**src/rtl/int_to_float_norm.sv**
```systemverilog
// int_to_float_norm: 16-bit two's-complement integer to {sign, exp[3:0], frac[7:0]} float,
// normalized by one left shift per clock behind valid/ready handshakes.
module int_to_float_norm (
  input  logic        i_clk,
  input  logic        i_rst,
  input  logic [15:0] i_int,
  input  logic        i_valid,
  output logic        o_ready,
  output logic [12:0] o_float,
  output logic        o_ovf,
  output logic        o_valid,
  input  logic        i_ready
);
  typedef enum logic [1:0] {IDLE, NORM, DONE} state_t;
  state_t state, state_n;
  logic [14:0] sr, sr_n, mag;
  logic [3:0] ex, ex_n;
  logic sign, sign_n, ovf_n, valid_n;
  logic [12:0] flt_n;
  // 0x8000 has no 15-bit magnitude; it is caught before mag is used
  assign mag = i_int[15] ? 15'(-i_int) : i_int[14:0];
  always_comb begin
    state_n = state;
    sr_n = sr;
    ex_n = ex;
    sign_n = sign;
    flt_n = o_float;
    ovf_n = o_ovf;
    valid_n = o_valid;
    case (state)
      IDLE: if (i_valid) begin
        sign_n = i_int[15];
        if (i_int == 16'h8000) begin
          flt_n = 13'h1FFF;
          ovf_n = 1'b1;
          valid_n = 1'b1;
          state_n = DONE;
        end else if (mag == '0) begin
          flt_n = '0;
          ovf_n = 1'b0;
          valid_n = 1'b1;
          state_n = DONE;
        end else begin
          sr_n = mag;
          ex_n = 4'hF;
          state_n = NORM;
        end
      end
      NORM: if (sr[14]) begin
        flt_n = {sign, ex, sr[14:7]};
        ovf_n = 1'b0;
        valid_n = 1'b1;
        state_n = DONE;
      end else begin
        sr_n = sr << 1;
        ex_n = ex - 4'd1;
      end
      DONE: if (i_ready) begin
        valid_n = 1'b0;
        state_n = IDLE;
      end
      default: state_n = IDLE;
    endcase
  end
  always_ff @(posedge i_clk or posedge i_rst) begin
    if (i_rst) begin
      state <= IDLE;
      sr <= '0;
      ex <= '0;
      sign <= 1'b0;
      o_float <= '0;
      o_ovf <= 1'b0;
      o_valid <= 1'b0;
      o_ready <= 1'b1;
    end else begin
      state <= state_n;
      sr <= sr_n;
      ex <= ex_n;
      sign <= sign_n;
      o_float <= flt_n;
      o_ovf <= ovf_n;
      o_valid <= valid_n;
      o_ready <= (state_n == IDLE);
    end
  end
endmodule

```
**config.mk**
```make
export PLATFORM = sky130hd
export DESIGN_NAME = int_to_float_norm
export DESIGN_NICKNAME = d
export VERILOG_FILES = /design/src/rtl/int_to_float_norm.sv
export SDC_FILE = /design/constraint.sdc
export NUM_CORES = 1
export LEC_CHECK = 0
export CORE_MARGIN = 5
export CORE_UTILIZATION = 54
export DETAILED_ROUTE_END_ITERATION = 8
export PLACE_DENSITY = 0.81
export SLEW_MARGIN = 10
export SYNTH_ARGS = -nofsm -noshare
export SYNTH_HDL_FRONTEND = slang
export SYNTH_SLANG_ARGS = --single-unit
```
**constraint.sdc**
```tcl
create_clock -name i_clk -period 2.4 [get_ports i_clk]
set_input_delay 0.48 -clock i_clk [delete_from_list [all_inputs] [get_ports i_clk]]
set_output_delay 0.48 -clock i_clk [all_outputs]
set_load 0.05 [all_outputs]
```
[Word level (Yosys, flattened, before mapping)]
Cells that the tools add are included.
W data, S select, Z words.
Operators by class
  add/sub/neg operators: 2
  eq/ne operators: 10
  mux-type cells: 33
  reduce and logical (&&, ||, !) cells: 10
Operators by type and width (count)
  $mux W15: 5
  $mux W13: 4
  $pmux W15 S2: 1
  $pmux W13 S2: 1
  $eq A16 B16 Y1 const B: 1
  $mux W4: 4
  $logic_not A15 Y1: 1
  $neg A15 Y15: 1
  $ne A2 B2 Y1 const B: 6
  $mux W2: 5
  $reduce_and A5 Y1: 2
  $mux W1: 9
  $pmux W4 S2: 1
  $reduce_and A4 Y1: 2
  $pmux W2 S3: 1
  $logic_not A2 Y1: 2
  $sub A4 B1 Y4 const B: 1
  $ne A3 B3 Y1 const B: 1
  $pmux W1 S3: 1
  $reduce_bool A3 Y1: 1
  $eq A2 B1 Y1 const B: 1
  $eq A2 B2 Y1 const B: 1
  $pmux W1 S2: 1
  $reduce_and A2 Y1: 1
  $reduce_bool A2 Y1: 1
Storage, ports and cells
  register bits: 38
  output and inout port bits: 16

[Logic depth before layout (Yosys ltp)]
Gate-level depths: netlist (run 1).
  word-level depth: 8
  mapped depth: 11
  gate-level depth less buffers: 9

[Worst setup path after synthesis (run 1)]
OpenSTA, ideal clock, no wires.
  path kind: input port to flip-flop
  from: input port i_int[0]
  to: register sr[13]
  setup time: 125 ps
  arrival: 3066 ps
  setup slack: -791 ps
  cell stages on the path: 11
  path buffers: 2
  cells stage by stage: inv_1 ha_1 or4b_1 buf_2 o41ai_1 xor2_1 and4b_1 nand4_2 a31oi_4 buf_8 mux2_4
Between the ends
  longest elaborated chain between the ends: 6
RTL lines
  start: declaration: line 6  | input logic [15:0] i_int,
  branches (longest 6 deep; another with $neg A15 Y15)
  end signal: assignment: line 77  | sr <= sr_n;
  end: declaration: line 16  | logic [14:0] sr, sr_n, mag;
Parallel ways; which one is timed is not known. The select of a mux whose other input is x is not followed.
A chain may end at the register's enable or synchronous reset.

[Worst setup path in the final report (run 1)]
  from: input port i_int[1]
  to: register sr[4]
The elaborated chain is that of the path after synthesis.

==> results of run 1 <==
## stage by stage
step                total power [mW]  instances  instance area, um^2  hold slack (ns)
floorplan                      2.366        255                 2491           0.4457
global placement               2.862        378                 3229           0.4614
detailed placement             2.938        378                 3229           0.4838
CTS                            3.675        404                 3608           0.4998
global route                   4.025        409                 3731           0.5328
finish                         3.847        409                 3731           0.5153
## registers in the layout, summed over array words and instances (netlist names)
name     flops
sr          15
o_float     13
ex           4
state        2
o_ovf        1
o_ready      1
o_valid      1
sign         1
## cell usage in the layout (no fill, tap or decap), drive strengths merged, types with 5 or more instances in the layout
master / Yosys / final
nor2: 12 / 12
buf: 5 / 77
xor2: 10 / 10
dfrtp: 37 / 37
clkdlybuf4s50: 0 / 23
nand2: 36 / 36
nor2b: 6 / 6
nand3b: 13 / 13
o21ai: 26 / 26
clkbuf: 9 / 14
or3: 5 / 5
mux2: 25 / 25
inv: 9 / 8
## report_power, final
part | internal (mW) | switching, mW
logic | 1.03 | 1.11
registers | 0.922 | 0.252
clock network | 0.311 | 0.223
## area by class of cell
cell class                 count  share of cell area [%]
multi-input combinational    194                   43.36
tap                           52                   1.744
inverter                       9                   1.375
sequential                    38                   25.52
clock buffer                   7                   2.046
timing repair buffer         108                   25.15
clock inverter                 1                  0.8048
## worst paths after layout
kind                       depth (start not counted)    endpoint     start
max                                               11       sr[4]  i_int[1]
min                                                1       ex[3]     ex[3]
max reg2reg                                        5       sr[7]  state[1]
min reg2reg                                        1       ex[3]     ex[3]
max in group asynchronous                          3     o_ready     i_rst
min in group asynchronous                          3  o_float[8]     i_rst
## kinds of logic after synthesis
group,Yosys count
AOI/OAI and AO/OA,50
xor gates and xnor gates,12
adders and majority gates,3
buffers and inverters,23
DFF,38
muxes,28
and+or+nand+nor,101
## layer usage
metal	GRT usage, %	wire, um	vias up
li1	-	-	1116
met1	28.64	3201	1219
met2	42.44	4039	117
met3	4.215	437	37
met4	10.84	292	0
met5	0	0	-
## what timing repair did
item	CTS	global route
resized for setup	55	49
cloned	1	0
setup endpoints to repair	36	36
pin swaps	16	15
buffers inserted	17	8
==> results.yml, run 1 <==
final_layout:
  fin_nets: 379
  antenna_cells: 0
  n_fill_cell: 214
  regArea_um2: 952.2
  multi_input_area_um2: 1618
  area_growth_pct: 54.83
  post-route-util_pct: 85.69
  drive_above_1_share_pct: 42.02
setup_path:
  cpMaxStageDelayCell: "or4b_4"
  slowest_delay_ns: 0.52
  r2r_slack_ns: 0.49
  crit_family: "simple AND/OR/NAND/NOR gates"
  crit_type: "input pin to register"
  crit_path_start_kind: "input pin"
  path_cells: "buf_12 -> inv_12 -> ha_4 -> or4b_4 -> o41ai_4 -> xor2_1 -> and4b_2 -> nand4_4 -> a31oi_4 -> buf_6 -> mux2_4"
  cp_num_buf_inv: 3
  end_kind: "register"
  worstPathArrival_ns: 2.97
  required_ns: 2.58
  worstPathMaxFanout: 8
placed_design:
  dp_hpwl_um: 4521
  pre_cts_ws_ns: -1.170
  place_congestion: 0.9365
  io_buffers: 35
worst_hold_path:
  hold_path.class: "register to register"
synth:
  synth.most_common_cell: "dfrtp_1"
  postSynthAreaPerCell_um2: 9.450
  synth_top_family_by_area: "simple AND/OR/NAND/NOR gates"
  yosys.area_share.simple_pct: 23.21
  synth_xor_area_share_pct: 4.361
  synthTopCellsByCount: "37 x dfrtp_1, 36 x nand2_1, 24 x o21ai_0, 21 x mux2_2, 13 x nand3b_1"
  synthesis.nets: 278
  synth-compound-area-share_pct: 13.50
  syn_area_um2: 2410
  yosys.area_share.adder_pct: 1.558
  ys_async_sr_fraction_pct: 100.0
  synth_ff_type: "dfrtp_1"
  synth_top_cell_by_area: "dfrtp_1"
  ys_seq_elements: 38
  synthMuxAreaShare_pct: 13.55
  yosysTopAreaCellShare_pct: 38.42
  seq_area_frac_synth_pct: 39.51
  synthTopCellsByArea: "dfrtp_1 38%, mux2_2 9.8%, nand2_1 5.6%, o21ai_0 5.0%, nand3b_1 4.0%"
  synth-edff-count: 0
  netlist_instances: 255
  ys_warn_count: 0
  synth.distinct_cells: 52
timing:
  relSlewSlack_pct: 64.67
  finalSetupViolCount: 36
  worst_slew_pin_slew_ns: 0.5300
  layout_min_cycle_time_ns: 2.790
  fin_crit_sh_pct: 116.2
  setup_slack_ns: -0.3898
  fin_tns_setup_ns: -12.27
  rsz0062_at_grt: "true"
  drv_slew: 0
  fmax_mhz: 358.5
  clock_skew_ns: 0.005655
  finalHoldViolCount: 0
die:
  rows: 24
  die_h_um: 76.80
  die_x_um: 76.80
  io_pins: 36
  dieArea_um2: 5898
  initial_core_util_pct: 55.34
  core_area_um2: 4354
routing:
  initialDrtViolationCount: 273
  drc: 0
  wire_per_inst_um: 19.49
  ant_nets: 0
  dr.pass1.iters: 4
  avgViaCountPerCell: 6.086
  routed_wl_um: 7970
  num_vias: 2489
clock_tree:
  htree_levels: 2
  cts.sinks: 38
  clkTransAtPathRegs_ns: 0.07
  hold_buffers: 0
  numCtsBuffers: 5
  cts_root_buffer: "clkbuf_8"
  cts_tree: "done"
  clock_path_buffers: 2
  clock_latency_ns: 0.29
global_route:
  grt.total_usage_pct: 24.22
  antenna_found_initial: 0
  grt_pass1_vias: 2400
  overflow: 0
  grt_pass1_wl_um: 11720
  grt_max_degree: 39
outcome:
  violations: "setup timing"
  status: "complete, but fails checks"
job:
  max_cap_viol_count: 0
power:
  p_per_area_nw_per_um2: 1031
  leakagePower_nw: 1.756
  peakVddDrop_v: 0.0004832
Note: power is estimated with default switching activity, not from simulation.
==> inputs of run 2 (changes only) <==
- CORE_MARGIN: 5 -> unset
- GPL_ROUTABILITY_DRIVEN: unset -> 0
==> run 2 against run 1 <==
Net effect: the flow still finishes with violations (setup timing); sequential power barely moved; via count rose by 4.9%; total power rose by 4.9%; global-route usage rose by 9.0 points; largest power group unchanged.
==> results.yml, run 2 (synthesized netlist as in run 1, its figures left out) <==
outcome:
  violations: "setup timing"
  status: "complete, but fails checks"
placed_design:
  dp_hpwl_um: 4296
  placedCellCount: 373
  io_buffers: 35
timing:
  fin_tns_setup_ns: -16.48
  setup_slack_ns: -0.5470
  drv_slew: 0
  relSlewSlack_pct: 62.89
  worst_slew_pin_slew_ns: 0.5566
  rsz0062_at_grt: "true"
  layout_min_cycle_time_ns: 2.947
  finalSetupViolCount: 36
  fmax_mhz: 339.3
  finalHoldViolCount: 0
  fin_crit_sh_pct: 122.8
  clock_skew_ns: 0.01124
power:
  p_comb_share_pct: 54.0
  switchingPower_mw: 1.677
  peakVddDrop_v: 0.0009741
  pwr-share-clk_pct: 16.6
  switching_share_pct: 41.56
  pwr-share-seq_pct: 29.3
  leakagePower_nw: 1.762
  power.internal_mw: 2.358
  p_per_area_nw_per_um2: 1084
setup_path:
  startpoint: "i_int[2]"
  slowest_delay_ns: 0.47
  required_ns: 2.58
  crit_path_start_kind: "input pin"
  path_cells: "dlygate4sd2_1 -> or4_4 -> o41ai_4 -> xor2_1 -> and4b_2 -> a41oi_2 -> o21ai_2 -> buf_6 -> mux2_4"
  r2r-end: "sr[12]"
  worstPathArrival_ns: 3.13
  crit_end: "o_float[9]"
  cp_num_buf_inv: 2
  r2r_start: "state[1]"
  ff2ff_path_depth: 5
  crit_family: "simple AND/OR/NAND/NOR gates"
  worstPathMaxFanout: 6
  end_kind: "register"
  r2r_slack_ns: 0.36
  crit_type: "input pin to register"
  cpMaxStageDelayCell: "or4_4"
  path_depth: 9
final_layout:
  mostFrequentLayoutCells: "56 x buf_4, 37 x dfrtp_1, 36 x nand2_1"
  n_fill_cell: 189
  largest_reg_flops: 15
  mostFrequentLayoutCell: "buf_4"
  antenna_cells: 0
  top_regs: "sr: 15 flops, o_float: 13 flops, ex: 4 flops"
  drive_above_1_share_pct: 39.09
  area_growth_pct: 54.41
  top_register: "sr"
  fin_nets: 375
  instances_no_fill: 403
global_route:
  overflow: 0
  grt.total_usage_pct: 33.24
  grt_pass1_wl_um: 11210
  grt_max_degree: 39
  grt_pass1_vias: 2335
  antenna_found_initial: 0
routing:
  ant_nets: 0
  dr.pass1.iters: 5
  drc: 0
  initialDrtViolationCount: 301
  avgViaCountPerCell: 6.476
  wire_per_inst_um: 21.45
  num_vias: 2610
  routed_wl_um: 8643
die:
  rows: 23
  core_area_um2: 4144
  dieArea_um2: 4733
  die_x_um: 68.80
  die_h_um: 68.80
  initial_core_util_pct: 58.15
  io_pins: 36
clock_tree:
  cts_root_buffer: "clkbuf_8"
  cts_tree: "done"
  numCtsBuffers: 5
  hold_buffers: 0
  clock_latency_ns: 0.30
  cts.sinks: 38
  clkTransAtPathRegs_ns: 0.08
  htree_levels: 2
  clock_path_buffers: 2
worst_hold_path:
  hold_path.class: "register to register"
job:
  max_cap_viol_count: 0
## run 2: cell types whose count changed in the layout (fill, tap and decap cells not counted), moves of 2 or more
cell | before | now
buf_4 | 59 | 56
buf_6 | 16 | 11
clkbuf_1 | 2 | 0
clkbuf_2 | 7 | 3
clkdlybuf4s15_1 | 1 | 4
dlygate4sd2_1 | 0 | 3
o21ai_0 | 22 | 20
o21ai_1 | 2 | 4
## run 2: worst register-to-register path: stages, from the launching register on
cell and delay, ns:
dfrtp_1 0.51, nand2b_1 0.41, nor2_1 0.22, a31oi_4 0.28, buf_6 0.19, mux2_4 0.32
## run 2: final cells by class
type | instances | area (um^2) | share of cell area (%)
inverters | 9 | 58.81 | 1.580
multi-input cells | 194 | 1594 | 42.84
well taps | 50 | 62.56 | 1.681
clock inverters | 3 | 68.82 | 1.849
flip-flops and latches | 38 | 952.2 | 25.59
clock buffers | 5 | 68.82 | 1.849
repair buffers | 104 | 915.9 | 24.61
## run 2: stage by stage
stage | setup WS, ns | hold WS [ns] | instance area [um^2] | utilization, % | power, mW
after detailed placement | -1.236 | 0.4718 | 3192 | 77.02 | 2.906
final | -0.5470 | 0.5147 | 3721 | 89.79 | 4.035
after CTS | -0.4339 | 0.4922 | 3556 | 85.81 | 3.811
after global placement | -1.143 | 0.4617 | 3192 | 77.02 | 2.827
after floorplan | -0.6450 | 0.4457 | 2491 | - | 2.366
after global routing | -0.6472 | 0.5292 | 3721 | 89.79 | 4.178
## run 2: per-layer routing
metal	vias to the layer above	routed length (um)	global-route usage [%]
met3	80	578	8.717
met5	-	0	0
met4	0	653	18.62
met2	182	4196	57.11
li1	1109	-	-
met1	1239	3214	37.18
## run 2: how the worst min path moves through the flow
stage / start / to / slack, ns / cells after the start
2_1_floorplan: sign / sign / 0.45 / 2
3_3_place_gp: sign / sign / 0.46 / 2
3_5_place_dp: sign / sign / 0.47 / 2
4_1_cts: sign / sign / 0.49 / 2
5_1_grt: ex[0] / ex[0] / 0.53 / 1
6_report: o_float[2] / o_float[2] / 0.51 / 1
## run 2: repair_timing
action,CTS,global route
gates resized for setup,54,33
pin swaps,17,15
cloned,1,0
setup endpoints to repair,36,36
buffers inserted,14,9
## run 2: power groups by stage
| stage | Combinational (mW) | Clock, mW | Sequential, mW |
|---|---|---|---|
| after detailed placement | 1.76 | 0 | 1.14 |
| after CTS | 2.00 | 0.665 | 1.15 |
| final | 2.18 | 0.672 | 1.18 |
| after global routing | 2.28 | 0.695 | 1.20 |
| after floorplan | 0.945 | 0 | 1.42 |
| after global placement | 1.70 | 0 | 1.13 |
==> inputs of run 3 (changes only) <==
==> constraint.sdc (replaced) <==
create_clock -name i_clk -period 2.4 [get_ports i_clk]
set_input_delay 0.24 -clock i_clk [delete_from_list [all_inputs] [get_ports i_clk]]
set_output_delay 0.24 -clock i_clk [all_outputs]
set_load 0.05 [all_outputs]
==> run 3 against run 2 <==
Net effect: global-route usage down 1.1 points; largest power group unchanged; worst hold slack worse by 0.16 ns; clock power up 1%; utilization down 0.21 points; sequential share of layout area up 0.060 points; largest cell class unchanged; the flow still finishes with violations (setup timing).
==> results.yml, run 3 (synthesized netlist as in run 1, its figures left out) <==
timing:
  rsz0062_at_grt: "true"
  fin_hold_ws_ns: 0.3550
  finalHoldViolCount: 0
  setup_slack_ns: -0.2518
  fin_crit_sh_pct: 110.5
  fmax_mhz: 377.1
  worst_slew_pin_slew_ns: 0.5313
  clock_skew_ns: 0.01222
  drv_slew: 0
  finalSetupViolCount: 30
  layout_min_cycle_time_ns: 2.652
  relSlewSlack_pct: 64.47
clock_tree:
  htree_levels: 2
  cts.sinks: 38
  clkTransAtPathRegs_ns: 0.08
  numCtsBuffers: 5
  cts_root_buffer: "clkbuf_8"
  clock_latency_ns: 0.30
  clock_path_buffers: 2
  cts_tree: "done"
power:
  pwr-share-clk_pct: 17.4
  switching_share_pct: 39.85
  peakVddDrop_v: 0.001130
  p_per_area_nw_per_um2: 1056
  p_comb_share_pct: 53.0
  pwr-share-seq_pct: 29.7
  leakagePower_nw: 1.752
  power.internal_mw: 2.358
  switchingPower_mw: 1.562
global_route:
  antenna_found_initial: 0
  grt_pass1_wl_um: 11050
  grt_max_degree: 39
  overflow: 0
  grt.total_usage_pct: 32.16
  grt_pass1_vias: 2317
routing:
  drc: 0
  ant_nets: 0
  dr.pass1.iters: 4
  avgViaCountPerCell: 5.903
  initialDrtViolationCount: 153
  wire_per_inst_um: 18.61
  routed_wl_um: 7481
  num_vias: 2373
outcome:
  violations: "setup timing"
  status: "complete, but fails checks"
setup_path:
  crit_family: "simple AND/OR/NAND/NOR gates"
  crit_type: "input pin to register"
  end_kind: "register"
  required_ns: 2.59
  worstPathArrival_ns: 2.84
  cpMaxStageDelayCell: "or4b_4"
  startpoint: "i_int[0]"
  path_cells: "buf_8 -> buf_12 -> clkinv_8 -> ha_4 -> or4b_4 -> o31ai_4 -> xor2_1 -> and2_4 -> a41oi_2 -> o21ai_2 -> buf_6 -> mux2_4"
  r2r_start: "state[1]"
  cp_num_buf_inv: 4
  crit_path_start_kind: "input pin"
  worstPathMaxFanout: 8
  slowest_delay_ns: 0.53
die:
  rows: 23
  io_pins: 36
  die_x_um: 68.80
  initial_core_util_pct: 58.15
  core_area_um2: 4144
  die_h_um: 68.80
  dieArea_um2: 4733
final_layout:
  fin_nets: 374
  area_growth_pct: 54.05
  largest_reg_flops: 15
  antenna_cells: 0
  mostFrequentLayoutCells: "58 x buf_4, 37 x dfrtp_1, 36 x nand2_1"
  top_register: "sr"
  drive_above_1_share_pct: 39.49
  top_regs: "sr: 15 flops, o_float: 13 flops, ex: 4 flops"
  mostFrequentLayoutCell: "buf_4"
  n_fill_cell: 177
  post-route-util_pct: 89.58
placed_design:
  dp_hpwl_um: 4270
  io_buffers: 35
  pre_cts_ws_ns: -0.9532
worst_hold_path:
  hold_path.class: "input pin to async pin"
job:
  max_cap_viol_count: 0
[run 3: cell count changes in the layout (fill, tap and decap cells not counted), moves of 2 or more]
cell     delta
buf_4       +2
buf_6       -3
nor3_1      +2
o21ai_0     +2
o21ai_1     -2
[run 3: metrics by stage]
step	total power [mW]	setup TNS, ns	cells	area [um^2]
5_1_grt	4.099	-7.362	402	3712
6_report	3.920	-6.225	402	3712
3_3_place_gp	2.832	-28.09	373	3192
2_1_floorplan	2.365	-9.657	255	2491
4_1_cts	3.812	-4.417	399	3626
3_5_place_dp	2.902	-30.09	373	3192
[run 3: worst paths after layout]
path                                    to  slack, ns  depth (start not counted)
worst max-delay path            o_float[0]      -0.25                         12
max in group asynchronous          o_ready       1.67                          3
worst min register to register        sign       0.49                          2
min in group i_clk                   sr[0]       0.49                          5
worst min-delay path            o_float[5]       0.35                          3
worst max register to register       sr[2]       0.47                          5
[run 3: worst register-to-register path, cell delays in order, from the launching register on]
cell and delay [ns]:
dfrtp_1 0.46, nand2b_1 0.34, nor2_1 0.45, a31oi_4 0.09
buf_4 0.19, mux2_4 0.30
[run 3: final cells by class]
| class | count | area [um^2] | area share, % |
|---|---|---|---|
| clock buffers | 6 | 82.58 | 2.224 |
| multi-input cells | 194 | 1604 | 43.21 |
| well taps | 50 | 62.56 | 1.685 |
| inverters | 9 | 58.81 | 1.584 |
| repair buffers | 103 | 892.1 | 24.03 |
| clock inverters | 2 | 60.06 | 1.618 |
| flip-flops and latches | 38 | 952.2 | 25.65 |
[run 3: power by group through the flow]
stage / sequential [mW] / clock, mW / combinational, mW
floorplan: 1.42 / 0 / 0.944
global placement: 1.13 / 0 / 1.71
detailed placement: 1.15 / 0 / 1.76
CTS: 1.14 / 0.678 / 1.99
global route: 1.19 / 0.711 / 2.20
finish: 1.16 / 0.681 / 2.08
[run 3: timing repair]
action,in CTS,in global routing
hold buffers,0,0
cloned,1,0
buffers inserted,17,4
gates resized for setup,60,24
setup endpoints to repair,36,33
pin swaps,15,11
endpoints found under the hold margin,0,0
[run 3: metal layers]
| layer | share of wire, % | vias up | track usage (%) | routed length, um |
|---|---|---|---|---|
| met5 | 0 | - | 0 | 0 |
| met4 | 3.5 | 0 | 11.48 | 263 |
| met3 | 4.0 | 28 | 6.579 | 298 |
| met2 | 52 | 82 | 58.09 | 3858 |
| met1 | 41 | 1161 | 37.37 | 3061 |
| li1 | - | 1102 | - | - |
